===== src/rtl/imem_program_loader.sv =====
// imem_program_loader
// Writer side of the instruction memory. It takes a byte stream from a UART or
// a debug bridge and turns it into instruction memory writes. The stream holds
// a 4-byte little-endian word count N, followed by N little-endian 32-bit words.
// busy holds the core/PC in reset while a program is loading.
//
// Ports:
//   clk        in   system clock, all logic on the rising edge
//   rst        in   synchronous active-high reset
//   start      in   one-cycle pulse; begins a load from IDLE, DONE or ERR
//   in_valid   in   stream byte valid
//   in_data    in   stream byte
//   in_ready   out  loader accepts a byte (transfer on in_valid && in_ready)
//   imem_we    out  instruction memory write enable, one cycle per word
//   imem_addr  out  byte address BASE_ADDR + 4*word_idx
//   imem_wdata out  assembled instruction word
//   busy       out  load in progress (HDR/DATA/WRITE)
//   done       out  last load completed; held until the next accepted start
//   error      out  header count exceeded DEPTH; held until the next accepted start
//
// CNT_W must be at least 32, because the whole 4-byte header is stored.

module imem_program_loader #(
  parameter int          DEPTH     = 41,
  parameter logic [31:0] BASE_ADDR = 32'd0,
  parameter int          CNT_W     = 32
) (
  input  logic        clk,
  input  logic        rst,
  input  logic        start,
  input  logic        in_valid,
  input  logic [7:0]  in_data,
  output logic        in_ready,
  output logic        imem_we,
  output logic [31:0] imem_addr,
  output logic [31:0] imem_wdata,
  output logic        busy,
  output logic        done,
  output logic        error
);

  typedef enum logic [2:0] {
    S_IDLE,
    S_HDR,
    S_DATA,
    S_WRITE,
    S_DONE,
    S_ERR
  } state_t;

  localparam logic [CNT_W-1:0] DEPTH_C = CNT_W'(DEPTH);
  localparam logic [CNT_W-1:0] ONE_C   = CNT_W'(1);

  state_t            state_q, state_d;
  logic [1:0]        byte_cnt_q, byte_cnt_d;
  logic [CNT_W-1:0]  cnt_q, cnt_d;
  logic [CNT_W-1:0]  word_idx_q, word_idx_d;
  logic [31:0]       word_q, word_d;
  logic [31:0]       addr_q, addr_d;
  logic [31:0]       wdata_q, wdata_d;
  logic              in_ready_q, imem_we_q, busy_q, done_q, error_q;
  logic              accept;

  // Every output is a flop. in_ready comes from the previous edge, so it
  // already describes the state we are in now. That makes it safe to use
  // in_ready here as the handshake qualifier.
  assign accept = in_valid && in_ready_q;

  // This block computes the next state and the datapath updates. The write
  // address and data are latched on the same edge that moves into WRITE. The
  // memory therefore sees stable values for the whole write cycle, and those
  // values stay put afterwards.
  always_comb begin
    state_d    = state_q;
    byte_cnt_d = byte_cnt_q;
    cnt_d      = cnt_q;
    word_idx_d = word_idx_q;
    word_d     = word_q;
    addr_d     = addr_q;
    wdata_d    = wdata_q;

    unique case (state_q)
      S_IDLE, S_DONE, S_ERR: begin
        if (start) begin
          state_d    = S_HDR;
          byte_cnt_d = 2'd0;
          word_idx_d = '0;
          cnt_d      = '0;
        end
      end

      S_HDR: begin
        if (accept) begin
          cnt_d[{byte_cnt_q, 3'b000} +: 8] = in_data;
          byte_cnt_d = byte_cnt_q + 2'd1;
          if (byte_cnt_q == 2'd3) begin
            if (cnt_d == '0) begin
              state_d = S_DONE;
            end else if (cnt_d > DEPTH_C) begin
              state_d = S_ERR;
            end else begin
              state_d = S_DATA;
            end
          end
        end
      end

      S_DATA: begin
        if (accept) begin
          word_d[{byte_cnt_q, 3'b000} +: 8] = in_data;
          byte_cnt_d = byte_cnt_q + 2'd1;
          if (byte_cnt_q == 2'd3) begin
            state_d = S_WRITE;
            addr_d  = BASE_ADDR + (32'(word_idx_q) << 2);
            wdata_d = word_d;
          end
        end
      end

      S_WRITE: begin
        word_idx_d = word_idx_q + ONE_C;
        byte_cnt_d = 2'd0;
        state_d    = (word_idx_d == cnt_q) ? S_DONE : S_DATA;
      end

      default: begin
        state_d = S_IDLE;
      end
    endcase
  end

  // This block holds the state and datapath registers. The outputs are decoded
  // from the next state, so each one changes on the same edge as the state it
  // describes. rst takes priority over everything else, including start.
  always_ff @(posedge clk) begin
    if (rst) begin
      state_q    <= S_IDLE;
      byte_cnt_q <= 2'd0;
      cnt_q      <= '0;
      word_idx_q <= '0;
      word_q     <= '0;
      addr_q     <= '0;
      wdata_q    <= '0;
      in_ready_q <= 1'b0;
      imem_we_q  <= 1'b0;
      busy_q     <= 1'b0;
      done_q     <= 1'b0;
      error_q    <= 1'b0;
    end else begin
      state_q    <= state_d;
      byte_cnt_q <= byte_cnt_d;
      cnt_q      <= cnt_d;
      word_idx_q <= word_idx_d;
      word_q     <= word_d;
      addr_q     <= addr_d;
      wdata_q    <= wdata_d;
      in_ready_q <= (state_d == S_HDR) || (state_d == S_DATA);
      imem_we_q  <= (state_d == S_WRITE);
      busy_q     <= (state_d == S_HDR) || (state_d == S_DATA) || (state_d == S_WRITE);
      done_q     <= (state_d == S_DONE);
      error_q    <= (state_d == S_ERR);
    end
  end

  assign in_ready   = in_ready_q;
  assign imem_we    = imem_we_q;
  assign imem_addr  = addr_q;
  assign imem_wdata = wdata_q;
  assign busy       = busy_q;
  assign done       = done_q;
  assign error      = error_q;

endmodule


===== config.mk =====
export PLATFORM = sky130hd
export DESIGN_NAME = imem_program_loader
export DESIGN_NICKNAME = d
export VERILOG_FILES = /design/src/rtl/imem_program_loader.sv
export SDC_FILE = /design/constraint.sdc
export NUM_CORES = 1
export LEC_CHECK = 0
export BUFFER_PORTS_ARGS = -buffer_cell sky130_fd_sc_hd__buf_2
export CORE_MARGIN = 3
export CORE_UTILIZATION = 40
export CTS_CLUSTER_SIZE = 20
export DETAILED_ROUTE_END_ITERATION = 10
export GPL_TIMING_DRIVEN = 0
export MAX_ROUTING_LAYER = met4
export SLEW_MARGIN = 30
export SYNTH_ARGS = -nofsm -noshare
export SYNTH_HDL_FRONTEND = slang
export SYNTH_SLANG_ARGS = --single-unit
export TNS_END_PERCENT = 5

===== constraint.sdc =====
create_clock -name clk -period 3.1 [get_ports clk]
set_input_delay 0.31 -clock clk [delete_from_list [all_inputs] [get_ports clk]]
set_output_delay 0.31 -clock clk [all_outputs]
set_load 0.1 [all_outputs]

==> impl_metrics.csv <==
group,metric,value,unit
outcome,status,"finished, final reports clean",
place,place.gp.congestion,0.961,
logic_synthesis,yosysSeqAreaShare,41.1,%
place,dp.cells,1363,
route,wirelength,27.8,mm
grt,grt_max_degree,17,
route,vias,8356,
cells_and_area,syn2layout_area_growth,22.1,%
clocking,htree_levels,4,
run,drv_cap,0,
worst_setup_path,worstPathCellList,"nand4_1 -> or3_1 -> buf_4 -> or3_1 -> o31ai_2 -> o211ai_1 -> or4_4 -> o211ai_4 -> nor3b_2",
sta,setup_tns,0,ns
power,p_per_area,463,nW/um2
cells_and_area,stdcell_count,1416,
sta,finalMaxSlewViolations,0,
cells_and_area,finalNetCount,1157,
worst_setup_path,slowest_stage,"or4_4",
place,dpl_cell_area,8910,um2
logic_synthesis,ys_ff_latch,168,
power,pwr-share-comb,6.3,%
worst_setup_path,cp_max_fo,9,
clocking,numCtsBuffers,17,
place,placement.io_buffers,76,
floorplan,ioPinCount,81,
sta,fin_skew,0.0113,ns
floorplan,core-area,19800,um2
clocking,clk_path_buf_depth,2,
worst_setup_path,cp_common_cell,"or3_1",
floorplan,die_w,149,um
power,finalPower,4.62,mW
worst_setup_path,worstSetupStartpointType,"register",
cells_and_area,fin_area,9980,um2
cells_and_area,final_layout_size_suffix_gt1_share,18.3,%
logic_synthesis,ys.warnings.count,0,
sta,relSlewSlack,38.7,%
grt,first_global_vias,7506,
floorplan,start_util,41.3,%
power,swShare,26.4,%
sta,fin_crit,3.04,ns
clocking,clockRootBuffer,"clkbuf_16",
cells_and_area,antenna-diode-count,0,
logic_synthesis,synth.area.top_cells,"dfxtp_1 41%, nor2_1 6.3%, a21oi_1 5.3%, nand2_1 4.7%, a32oi_1 4.1%",
sta,hold_ws,0.256,ns
logic_synthesis,synth.distinct_cells,70,
cells_and_area,mostFrequentLayoutCells,"159 x dfxtp_1, 136 x nor2_1, 102 x nand2_1",
route,drt_iter0_drc,907,
clocking,clock-sinks,168,
route,routed_via_density,5.90,
power,irDropWorstVdd,357,uV
clocking,clkLatencyLatePin,0.44,ns
power,p_seq_share,46.9,%
worst_setup_path,cp.arrival,3.36,ns
power,leakagePower,3.62,nW
logic_synthesis,netlist.area_leader.share,41.1,%
place,dp_hpwl,19.7,mm
floorplan,die_height,149,um
worst_setup_path,end_kind,"register",
logic_synthesis,synth_edf_count,0,
route,post-route-drc-count,0,
power,internal_power,3.40,mW
logic_synthesis,synth_top_area_cell,"dfxtp_1",
logic_synthesis,synth_ff_type,"dfxtp_1",
grt,groute.usage.overall,25.1,%
route,drt_pass1_iterations,7,
floorplan,dieArea,22200,um2
logic_synthesis,async_flop_share,0,%
worst_setup_path,crit_type,"register to register",
clocking,cts_tree,"yes",
logic_synthesis,synth_cells,1020,
sta,finalHoldViolCount,0,
cells_and_area,fill_cells,1981,
hold_path,hp-class,"input pin to register",
worst_setup_path,required,3.41,ns
sta,max_slew.worst_pin.slew,0.920,ns
clocking,clkTransAtPathRegs,0.07,ns
route,wl_per_cell,19.7,um
power,clockPowerShare,46.8,%
sta,max_freq,329,MHz
sta,fin_crit_sh,98.2,%
grt,grt-ovfl-total,0,
logic_synthesis,synthesis.area,8180,um2
route,ant_nets,0,
sta,setup_viol,0,
grt,antenna_found_initial,0,
floorplan,row_count,51,
cells_and_area,layout_commonest_cell,"dfxtp_1",
worst_setup_path,max_stage_delay,0.59,ns
grt,grt_pass1_wl,42.6,mm
power,power_switching,1.22,mW
logic_synthesis,syn_avg_cell_area,8.02,um2
stage by stage:
step / utilization [%] / worst slack (ns)
floorplan: - / 0.170
global placement: 45.0 / -0.843
detailed placement: 45.0 / -0.817
finish: 50.5 / 0.0573
global route: 50.5 / -0.0381
CTS: 48.6 / -0.000598
synth_stat cells (7+ instances only):
| cell type | number |
|---|---|
| a211oi_1 | 34 |
| a21oi_1 | 86 |
| a221oi_1 | 16 |
| a22oi_1 | 25 |
| a311oi_1 | 7 |
| a32oi_1 | 38 |
| and3_1 | 11 |
| buf_2 | 8 |
| clkbuf_1 | 82 |
| dfxtp_1 | 168 |
| ha_1 | 7 |
| inv_1 | 13 |
| nand2_1 | 102 |
| nand2b_1 | 8 |
| nand3_1 | 21 |
| nand4_1 | 15 |
| nor2_1 | 137 |
| nor3_1 | 22 |
| nor4_1 | 16 |
| o21ai_0 | 47 |
| or3_1 | 17 |
| xnor2_1 | 25 |
| xor2_1 | 13 |
routing by layer:
metal,part of all wire (%),track usage (%)
met5,0,-
met4,3.4,10.3
met3,5.9,3.74
met2,45,37.7
met1,45,33.8
final timing paths:
check	startpoint	end	slack (ns)	cells past startpoint
setup / recovery	word_idx_q[8]	in_ready	0.06	9
setup reg to reg	word_idx_q[8]	in_ready	0.06	9
hold reg to reg	imem_addr[24]	imem_addr[24]	0.45	2
hold / removal	in_data[2]	imem_wdata[10]	0.26	3
sequential cells by signal (all words and copies together), names as in the netlist, 2 cells and up:
register,flops
cnt_q,32
byte_cnt_q,2
imem_wdata,32
word_q,32
word_idx_q,32
imem_addr,30
state_q,3
cell type report:
| class | instances | area [um2] | area share (%) |
|---|---|---|---|
| Buffer | 88 | 410 | 4.11 |
| Clock buffer | 19 | 453 | 4.54 |
| Clock inverter | 13 | 135 | 1.35 |
| Inverter | 15 | 63.8 | 0.639 |
| Multi-Input combinational cell | 742 | 4600 | 46.1 |
| Sequential cell | 168 | 3380 | 33.9 |
| Tap cell | 265 | 332 | 3.32 |
| Timing Repair Buffer | 106 | 606 | 6.07 |
worst max-delay path: cells and delay by family (launching register included):
kind | cells | cell delay, ns
AO/OA/AOI/OAI | 3 | 0.62
buffers and inverters | 1 | 0.19
flip-flops | 1 | 0.41
AND/OR/NAND/NOR | 5 | 1.70
power groups by stage:
stage               logic (mW)  clock network (mW)  registers, mW
detailed placement       0.274                   0           2.22
global placement         0.274                   0           2.22
finish                   0.289                2.16           2.17
floorplan                0.164                   0           2.23
CTS                      0.277                2.17           2.17
global route             0.307                2.28           2.17
what timing repair did:
item,4_1_cts,5_1_grt
endpoints found under the setup margin,6,6
gates resized for setup,27,65
hold buffers,0,0
pin swaps,5,17
buffers inserted,2,27
logic make-up after synthesis:
logic type                 Yosys count  share of synthesized area, %
muxes                                4                         0.505
xor gates and xnor gates            38                          4.07
DFF                                168                          41.1
buffers and inverters              111                          5.43
AOI/OAI and AO/OA                  300                          24.8
adders and majority gates            7                          1.07
and+or+nand+nor                    391                          23.0
other                                1                        0.0459
(Power assumes the default switching activity.)
